[src/rtl/alu_result_stage.sv]
// -----------------------------------------------------------------------------
// alu_result_stage
//
// Registered result stage that sits directly behind alu_32bit_modular. Each
// accepted ALU result (F, Cout) is stored with N/Z/C/V status flags. The flags
// are derived at capture time from the op context (sel, Cin, operand MSBs).
// Results leave in order through a small FIFO. Both sides use a valid/ready
// handshake, so the combinational ALU can feed a consumer that stalls.
//
// Parameters:
//   WIDTH  datapath width (must match the ALU)
//   DEPTH  FIFO entries (power of two, >= 2)
//
// Ports:
//   clk         rising-edge clock
//   rst_n       synchronous active-low reset
//   in_valid    upstream result valid
//   in_ready    stage can accept (0 while rst_n=0 or when full)
//   in_f        ALU F
//   in_cout     ALU Cout
//   in_sel      ALU sel for this result
//   in_cin      ALU Cin for this result
//   in_a_msb    A[WIDTH-1]
//   in_b_msb    B[WIDTH-1]
//   out_valid   head entry valid
//   out_ready   downstream accepts
//   out_f       head result (0 when out_valid=0)
//   out_flags   head flags {N,Z,C,V} (0 when out_valid=0)
//   count       occupancy
//   clr_sticky  clear sticky overflow
//   sticky_v    sticky overflow
//
// Build option:
//   ALU_RES_STICKY_V_EN  when defined, sticky_v latches any pushed V=1 until
//                        clr_sticky (set wins over clear). When undefined,
//                        sticky_v is tied to 0 and clr_sticky is ignored.
// -----------------------------------------------------------------------------
module alu_result_stage #(
   parameter int WIDTH = 32,
   parameter int DEPTH = 4
) (
   input  logic                       clk,
   input  logic                       rst_n,
   input  logic                       in_valid,
   output logic                       in_ready,
   input  logic [WIDTH-1:0]           in_f,
   input  logic                       in_cout,
   input  logic [3:0]                 in_sel,
   input  logic                       in_cin,
   input  logic                       in_a_msb,
   input  logic                       in_b_msb,
   output logic                       out_valid,
   input  logic                       out_ready,
   output logic [WIDTH-1:0]           out_f,
   output logic [3:0]                 out_flags,
   output logic [$clog2(DEPTH):0]     count,
   input  logic                       clr_sticky,
   output logic                       sticky_v
);

   localparam int AW = $clog2(DEPTH);
   localparam int CW = AW + 1;
   localparam int EW = WIDTH + 4;

   // Status flags {N,Z,C,V} for one ALU result. C and V only mean something
   // for arithmetic ops (sel[3:2]==00); logic and shift ops report 0.
   function automatic logic [3:0] calc_flags(
      input logic [WIDTH-1:0] f,
      input logic             cout,
      input logic [3:0]       sel,
      input logic             cin,
      input logic             a,
      input logic             b
   );
      logic n;
      logic z;
      logic c;
      logic v;
      n = f[WIDTH-1];
      z = (f == {WIDTH{1'b0}});
      c = 1'b0;
      v = 1'b0;
      if (sel[3:2] == 2'b00) begin
         c = cout;
         case ({sel[1:0], cin})
            3'b001:         v = ~a & n;               // increment
            3'b010, 3'b011: v = (a == b) & (n != a);  // add
            3'b100, 3'b101: v = (a != b) & (n != a);  // subtract
            3'b110:         v = a & ~n;               // decrement
            default:        v = 1'b0;                 // transfers
         endcase
      end else begin
         c = 1'b0;
         v = 1'b0;
      end
      return {n, z, c, v};
   endfunction

   logic [AW-1:0] wr_ptr_q, wr_ptr_d;
   logic [AW-1:0] rd_ptr_q, rd_ptr_d;
   logic [CW-1:0] count_q, count_d;
   logic [EW-1:0] mem_q [DEPTH];
   logic [EW-1:0] wr_data_s;
   logic [EW-1:0] rd_data_s;
   logic          push_s;
   logic          pop_s;

   // Handshake decode; reset forces in_ready low so nothing is captured.
   always_comb begin
      in_ready  = rst_n & (count_q != CW'(DEPTH));
      out_valid = (count_q != {CW{1'b0}});
      push_s    = in_valid & in_ready;
      pop_s     = out_valid & out_ready;
      wr_data_s = {in_f, calc_flags(in_f, in_cout, in_sel, in_cin, in_a_msb, in_b_msb)};
      rd_data_s = mem_q[rd_ptr_q];
   end

   // Next-state for pointers and occupancy; pointers wrap as DEPTH is 2^AW.
   always_comb begin
      wr_ptr_d = wr_ptr_q;
      rd_ptr_d = rd_ptr_q;
      count_d  = count_q;
      if (push_s) begin
         wr_ptr_d = wr_ptr_q + AW'(1'b1);
      end else begin
         wr_ptr_d = wr_ptr_q;
      end
      if (pop_s) begin
         rd_ptr_d = rd_ptr_q + AW'(1'b1);
      end else begin
         rd_ptr_d = rd_ptr_q;
      end
      case ({push_s, pop_s})
         2'b10:   count_d = count_q + CW'(1'b1);
         2'b01:   count_d = count_q - CW'(1'b1);
         default: count_d = count_q;
      endcase
   end

   // Pointer and occupancy registers.
   always_ff @(posedge clk) begin
      if (!rst_n) begin
         wr_ptr_q <= {AW{1'b0}};
         rd_ptr_q <= {AW{1'b0}};
         count_q  <= {CW{1'b0}};
      end else begin
         wr_ptr_q <= wr_ptr_d;
         rd_ptr_q <= rd_ptr_d;
         count_q  <= count_d;
      end
   end

   // Entry storage; deliberately not reset (push_s is already low in reset).
   always_ff @(posedge clk) begin
      if (push_s) begin
         mem_q[wr_ptr_q] <= wr_data_s;
      end
   end

   // Head presentation, zeroed while the FIFO is empty.
   always_comb begin
      count = count_q;
      if (out_valid) begin
         out_f     = rd_data_s[EW-1:4];
         out_flags = rd_data_s[3:0];
      end else begin
         out_f     = {WIDTH{1'b0}};
         out_flags = 4'b0000;
      end
   end

`ifdef ALU_RES_STICKY_V_EN
   logic sticky_q, sticky_d;

   // Sticky overflow next-state: a pushed V=1 beats a same-cycle clear.
   always_comb begin
      sticky_d = sticky_q;
      if (push_s && wr_data_s[0]) begin
         sticky_d = 1'b1;
      end else if (clr_sticky) begin
         sticky_d = 1'b0;
      end else begin
         sticky_d = sticky_q;
      end
   end

   // Sticky overflow register.
   always_ff @(posedge clk) begin
      if (!rst_n) begin
         sticky_q <= 1'b0;
      end else begin
         sticky_q <= sticky_d;
      end
   end

   assign sticky_v = sticky_q;
`else
   logic unused_clr_sticky_s;
   assign unused_clr_sticky_s = clr_sticky;
   assign sticky_v            = 1'b0;
`endif

endmodule

[config.mk]
export PLATFORM = sky130hd
export DESIGN_NAME = alu_result_stage
export DESIGN_NICKNAME = d
export VERILOG_FILES = /design/src/rtl/alu_result_stage.sv
export SDC_FILE = /design/constraint.sdc
export NUM_CORES = 1
export LEC_CHECK = 0
export ABC_CLOCK_PERIOD_IN_PS = 1980
export CAP_MARGIN = 20
export CORE_ASPECT_RATIO = 2
export CORE_MARGIN = 1
export CORE_UTILIZATION = 23
export DETAILED_ROUTE_END_ITERATION = 12
export PLACE_DENSITY_LB_ADDON = 0.3
export SLEW_MARGIN = 20
export SYNTH_ARGS = -nofsm -noshare
export SYNTH_HDL_FRONTEND = slang
export SYNTH_SLANG_ARGS = --single-unit
[constraint.sdc]
create_clock -name clk -period 1.98 [get_ports clk]
set_input_delay 0.297 -clock clk [delete_from_list [all_inputs] [get_ports clk]]
set_output_delay 0.297 -clock clk [all_outputs]
set_load 0.02 [all_outputs]
# Word-level counts from Yosys, hierarchy flattened
# Memory sizes are Yosys's and may differ from the RTL's. A register that Yosys moved wholly into a read port is not among the register bits.
# Cells that the tools add are included.
dict set report op_classes {
  bitwise_logic 9
  eq_ne 12
  muxes 10
  add_sub_neg 4
  reduce_logical 6
}
# cell n
set ops {}
lappend ops {{zero test 32 bit} 1}
lappend ops {{2-to-1 mux 32 bit} 1}
lappend ops {{equality test 3 bit (second input constant)} 3}
lappend ops {{AND 1 bit} 7}
lappend ops {{equality test 3 x 2 -> 1 bit (second input constant)} 2}
lappend ops {{case mux 3 bit (2 select lines)} 1}
lappend ops {{adder 2 x 1 -> 2 bit (second input constant)} 2}
lappend ops {{2-to-1 mux 1 bit} 4}
lappend ops {{2-to-1 mux 2 bit} 2}
lappend ops {{2-to-1 mux 4 bit} 1}
lappend ops {{case mux 1 bit (4 select lines)} 1}
lappend ops {{OR reduction 2 bit} 2}
lappend ops {{adder 3 x 1 -> 3 bit (second input constant)} 1}
lappend ops {{equality test 3 x 1 -> 1 bit (second input constant)} 1}
lappend ops {{!= test 3 bit (second input constant)} 1}
lappend ops {{nonzero test 3 bit} 1}
lappend ops {{subtractor 3 x 1 -> 3 bit (second input constant)} 1}
lappend ops {{equality test 2 x 1 -> 1 bit (second input constant)} 1}
lappend ops {{equality test 2 bit (second input constant)} 1}
lappend ops {{zero test 2 bit} 1}
lappend ops {{!= test 1 bit} 2}
lappend ops {{NOT 1 bit} 2}
lappend ops {{nonzero test 2 bit} 1}
lappend ops {{equality test 1 bit} 1}
dict set report totals {
  memories 1
  ff_bits 7
  word_cells 45
  out_inout_bits 42
  mem_bits_rw 144
  input_bits 45
}
# name words width read_ports rd_clocked_by_memory_dff write_ports line_no
set memory_table {}
lappend memory_table {mem_q 4 36 1 1 1 102} ;# logic [EW-1:0] mem_q [DEPTH];

# Longest topological paths before layout
dict set report depth {
  depth_word 5
  depth_mapped 10
  mapped_depth_nobuf 9
}

# Worst setup path after synthesis
# OpenSTA, ideal clock, no wires.
dict set report synth_timing {
  kind {flip-flop to flip-flop}
  from {register count_q[0], in the netlist count[0]}
  to {memory mem_q[1][0] in the netlist's numbering (enable)}
  setup_slack_ps -322
  synth_period_minus_slack_ps 2302
  setup_time_ps 395
  stages_incl_launch_ff 4
  arrival_ps 1907
  t_required_ps 1585
  n_path_buf 0
  cell_sequence {dfxtp_1 > nor2_1 > a21oi_1 > and2_1}
}
dict set report synth_between {
  elab_chain_len 5
}
# element line_no
set synth_lines {}
lappend synth_lines {{from (decl)} 101} ;# logic [CW-1:0] count_q, count_d;
lappend synth_lines {{from (signal assigned)} 145} ;# count_q <= {CW{1'b0}};
lappend synth_lines {{from (signal assigned)} 149} ;# count_q <= count_d;
lappend synth_lines {{!= test 3 bit} 110} ;# in_ready = rst_n & (count_q != CW'(DEPTH));
lappend synth_lines {{AND 1 bit} 110}
lappend synth_lines {{AND 1 bit} 112} ;# push_s = in_valid & in_ready;
lappend synth_lines {{2-to-1 mux 1 bit} 155} ;# if (push_s) begin
lappend synth_lines {{2-to-1 mux 1 bit (not written as such)} 156} ;# mem_q[wr_ptr_q] <= wr_data_s;
lappend synth_lines {{to (decl)} 102}
# No other way between the ends.

==> flow_summary.json <==
{
  "fmax_mhz": 463,
  "dieArea_mm2": 0.0271,
  "min_path_cells": 2,
  "synth_top_cell_by_area": "edfxtp_1",
  "whs_ns": 0.515,
  "hpwl_um": 9460,
  "clk_pin_slew_ns": 0.06,
  "violations": "negative setup slack",
  "antenna_found_initial": 0,
  "ys_ff_latch": 149,
  "syn_inst": 307,
  "antenna_cells": 0,
  "rsz0062_at_grt": "yes",
  "cp-start-kind": "register",
  "htree_levels": 4,
  "r2r_end": "count[2]$_SDFFE_PN0P_",
  "fin_crit_sh": 1.09,
  "initial_core_util": 0.235,
  "worstMarginPinSlew_ns": 0.501,
  "area_delta_synth_final_pct": 39.9,
  "drt_iter0_markers": 124,
  "ys_types": 34,
  "synth_top_cell_area_share": 0.691,
  "period_minus_slack_ns": 2.16,
  "place_congestion": 0.679,
  "path_delay_family": "multiplexers",
  "path_cells": "buf_12, buf_16, mux4_2, nor2b_4, buf_6",
  "synth_nets": 361,
  "fill_cells": 2478,
  "cts_sinks": 149,
  "status": "complete, but fails checks",
  "vias": 3272,
  "tritoncts": "built",
  "ant_nets": 0,
  "rows": 83,
  "r2r_slack_ns": 0.02,
  "cts_buffers": 17,
  "yosys_warnings": 0,
  "worstRegToRegCells": 10,
  "setup_ws_ns": -0.178,
  "clkLatencyLatePin_ns": 0.42,
  "grt_use_total": 0.113,
  "dr.pass1.iters": 4,
  "maxSlewHeadroom": 0.663,
  "arrival_ns": 1.86,
  "drc_errors": 0,
  "critPathMaxStageDelay_ns": 0.50,
  "wl_per_cell_um": 17.8,
  "io_buffers": 84,
  "via_per_inst": 4.12,
  "max-vdd-ir-drop_v": 0.000550,
  "overflow": 0,
  "ios": 87,
  "cpMaxStageDelayCell": "mux4_2",
  "hold_start": "wr_ptr_q[1]$_SDFFE_PN0P_",
  "finalHoldViolations": 0,
  "skew_ns": 0.00748,
  "synth_seq_area_share": 0.721,
  "die_x_um": 117,
  "timing.rr.start": "count[1]$_SDFFE_PN0P_",
  "p_per_area_mw_per_mm2": 1340,
  "post_route_cells_drive_above_1_share": 0.400,
  "final.setup.tns_ns": -5.31,
  "hold_class": "register to register",
  "root_buffer": "clkbuf_16",
  "yosys-top-cells-area": "edfxtp_1 69%, mux4_2 11%, dfxtp_1 3.0%",
  "grt_first_pass_wirelength_um": 21200,
  "hold_end": "wr_ptr_q[1]$_SDFFE_PN0P_",
  "grt_pass1_vias": 3626,
  "cts.path.max_buffers": 2,
  "crit_required_ns": 1.68,
  "crit_path_end_kind": "primary output",
  "p_leak_nw": 2.91,
  "critPathKind": "register to primary output",
  "grt_max_degree": 19,
  "coreArea_mm2": 0.0259,
  "routed_wl_um": 14200,
  "critPathBufInv": 3,
  "hold_buffers": 0,
  "setup_viol": 36,
  "finalMaxSlewViolations": 0,
  "cp_max_fo": 8,
  "maxCapViolations": 0,
  "avgSynthCellArea_um2": 19.8,
  "fin_nets": 497,
  "synthesis.area_mm2": 0.00608,
  "die_h_um": 232
}
## kinds of logic after synthesis
family	synth area share
other	0.000616
DFF	0.721
muxes	0.136
AOI/OAI and AO/OA	0.0105
and+or+nand+nor	0.0771
adders and majority gates	0.0197
xor gates and xnor gates	0.00576
buffers and inverters	0.0296
## through the flow
step	area, um2	power [mW]	util	cells	setup slack [ns]
after floorplan	6090	5.96	-	307	0.000532
after global placement	7700	7.62	0.298	754	-0.246
after detailed placement	7700	7.68	0.298	754	-0.352
after CTS	8390	11.3	0.325	792	-0.230
after global routing	8510	11.9	0.329	795	-0.248
final	8510	11.4	0.329	795	-0.178
## power by group
group | total (mW) | leakage, nW | internal, mW | switching [mW]
Sequential | 3.80 | 1.35 | 3.69 | 0.107
Clock | 3.27 | 0.288 | 2.09 | 1.18
Combinational | 4.36 | 1.28 | 2.29 | 2.07
## worst min-delay path, delay by kind of cell (launching register included)
family | cells | cell delay, ns
flops | 1 | 0.34
mux | 1 | 0.06
simple gates | 1 | 0.07
## Yosys cell counts
master,count
o31ai_1,1
fa_1,1
o21ai_0,3
nand2_1,5
and2_1,8
nor4bb_1,1
a21boi_0,3
or4_1,1
nor2_1,4
a21oi_1,2
a311oi_1,1
xnor2_1,2
edfxtp_1,140
nor2b_1,28
buf_2,7
and4b_1,1
mux4_2,30
buf_12,3
mux4_1,5
or3_1,2
clkbuf_2,2
nor3_1,1
buf_6,1
mux2i_1,2
conb_1,1
or2_2,1
dfxtp_1,9
xor2_1,2
nand4_1,2
nor4_1,8
inv_1,13
nor2b_4,7
buf_4,2
ha_1,8
## cells in the final DEF, fill, tap and decap left out, types with 2 or more instances in the layout
master,instances
xnor2_1,2
clkbuf_16,17
or3_1,2
nand2_1,5
o21ai_0,3
buf_16,3
bufinv_16,4
clkdlybuf4s50_1,46
buf_6,20
xor2_1,2
and2_2,4
nor2_1,3
a21boi_0,2
ha_1,7
clkbuf_1,3
buf_4,35
edfxtp_1,140
buf_2,11
mux2i_1,2
nor2b_4,20
dfxtp_1,4
nand4_1,2
mux4_2,35
nor4_1,8
nor2b_1,13
dfxtp_2,4
buf_12,16
clkinv_1,4
nor2b_2,2
and2_1,4
inv_1,13
## final cells by class
| class | instances | area (um2) | share of cell area |
|---|---|---|---|
| Clock inverter | 11 | 158 | 0.0185 |
| Multi-Input combinational cell | 130 | 1630 | 0.192 |
| Sequential cell | 149 | 4390 | 0.516 |
| Timing Repair Buffer | 132 | 1420 | 0.166 |
| Inverter | 13 | 48.8 | 0.00573 |
| Tap cell | 340 | 425 | 0.0500 |
| Clock buffer | 20 | 437 | 0.0513 |
## per-layer routing
metal	wire [um]	track usage	vias up
met5	0	0	-
met4	401	0.0554	0
met3	410	0.0243	20
met2	8590	0.223	69
met1	4770	0.104	1700
li1	-	-	1483
## flip-flops by register name, indices dropped and copies added (netlist names), named ones only
name	cells
rd_ptr_q	2
wr_ptr_q	2
count	3
mem_q	140
## worst max-delay path by stage
stage | end | slack (ns) | cells after the start
2_1_floorplan | count[2]$_SDFFE_PN0P_ | 0.0005 | 9
3_3_place_gp | count[2]$_SDFFE_PN0P_ | -0.25 | 9
3_5_place_dp | count[2]$_SDFFE_PN0P_ | -0.35 | 9
4_1_cts | out_f[18] | -0.23 | 5
5_1_grt | out_f[18] | -0.25 | 5
6_report | out_f[17] | -0.18 | 5
## what timing repair did
item                                    in CTS  in global routing
pin swaps                                    2                  0
buffers inserted                             4                  3
endpoints found under the setup margin      39                 39
cloned                                       3                  0
gates resized for setup                    215                 26
Power figures use the tool's default switching activity.
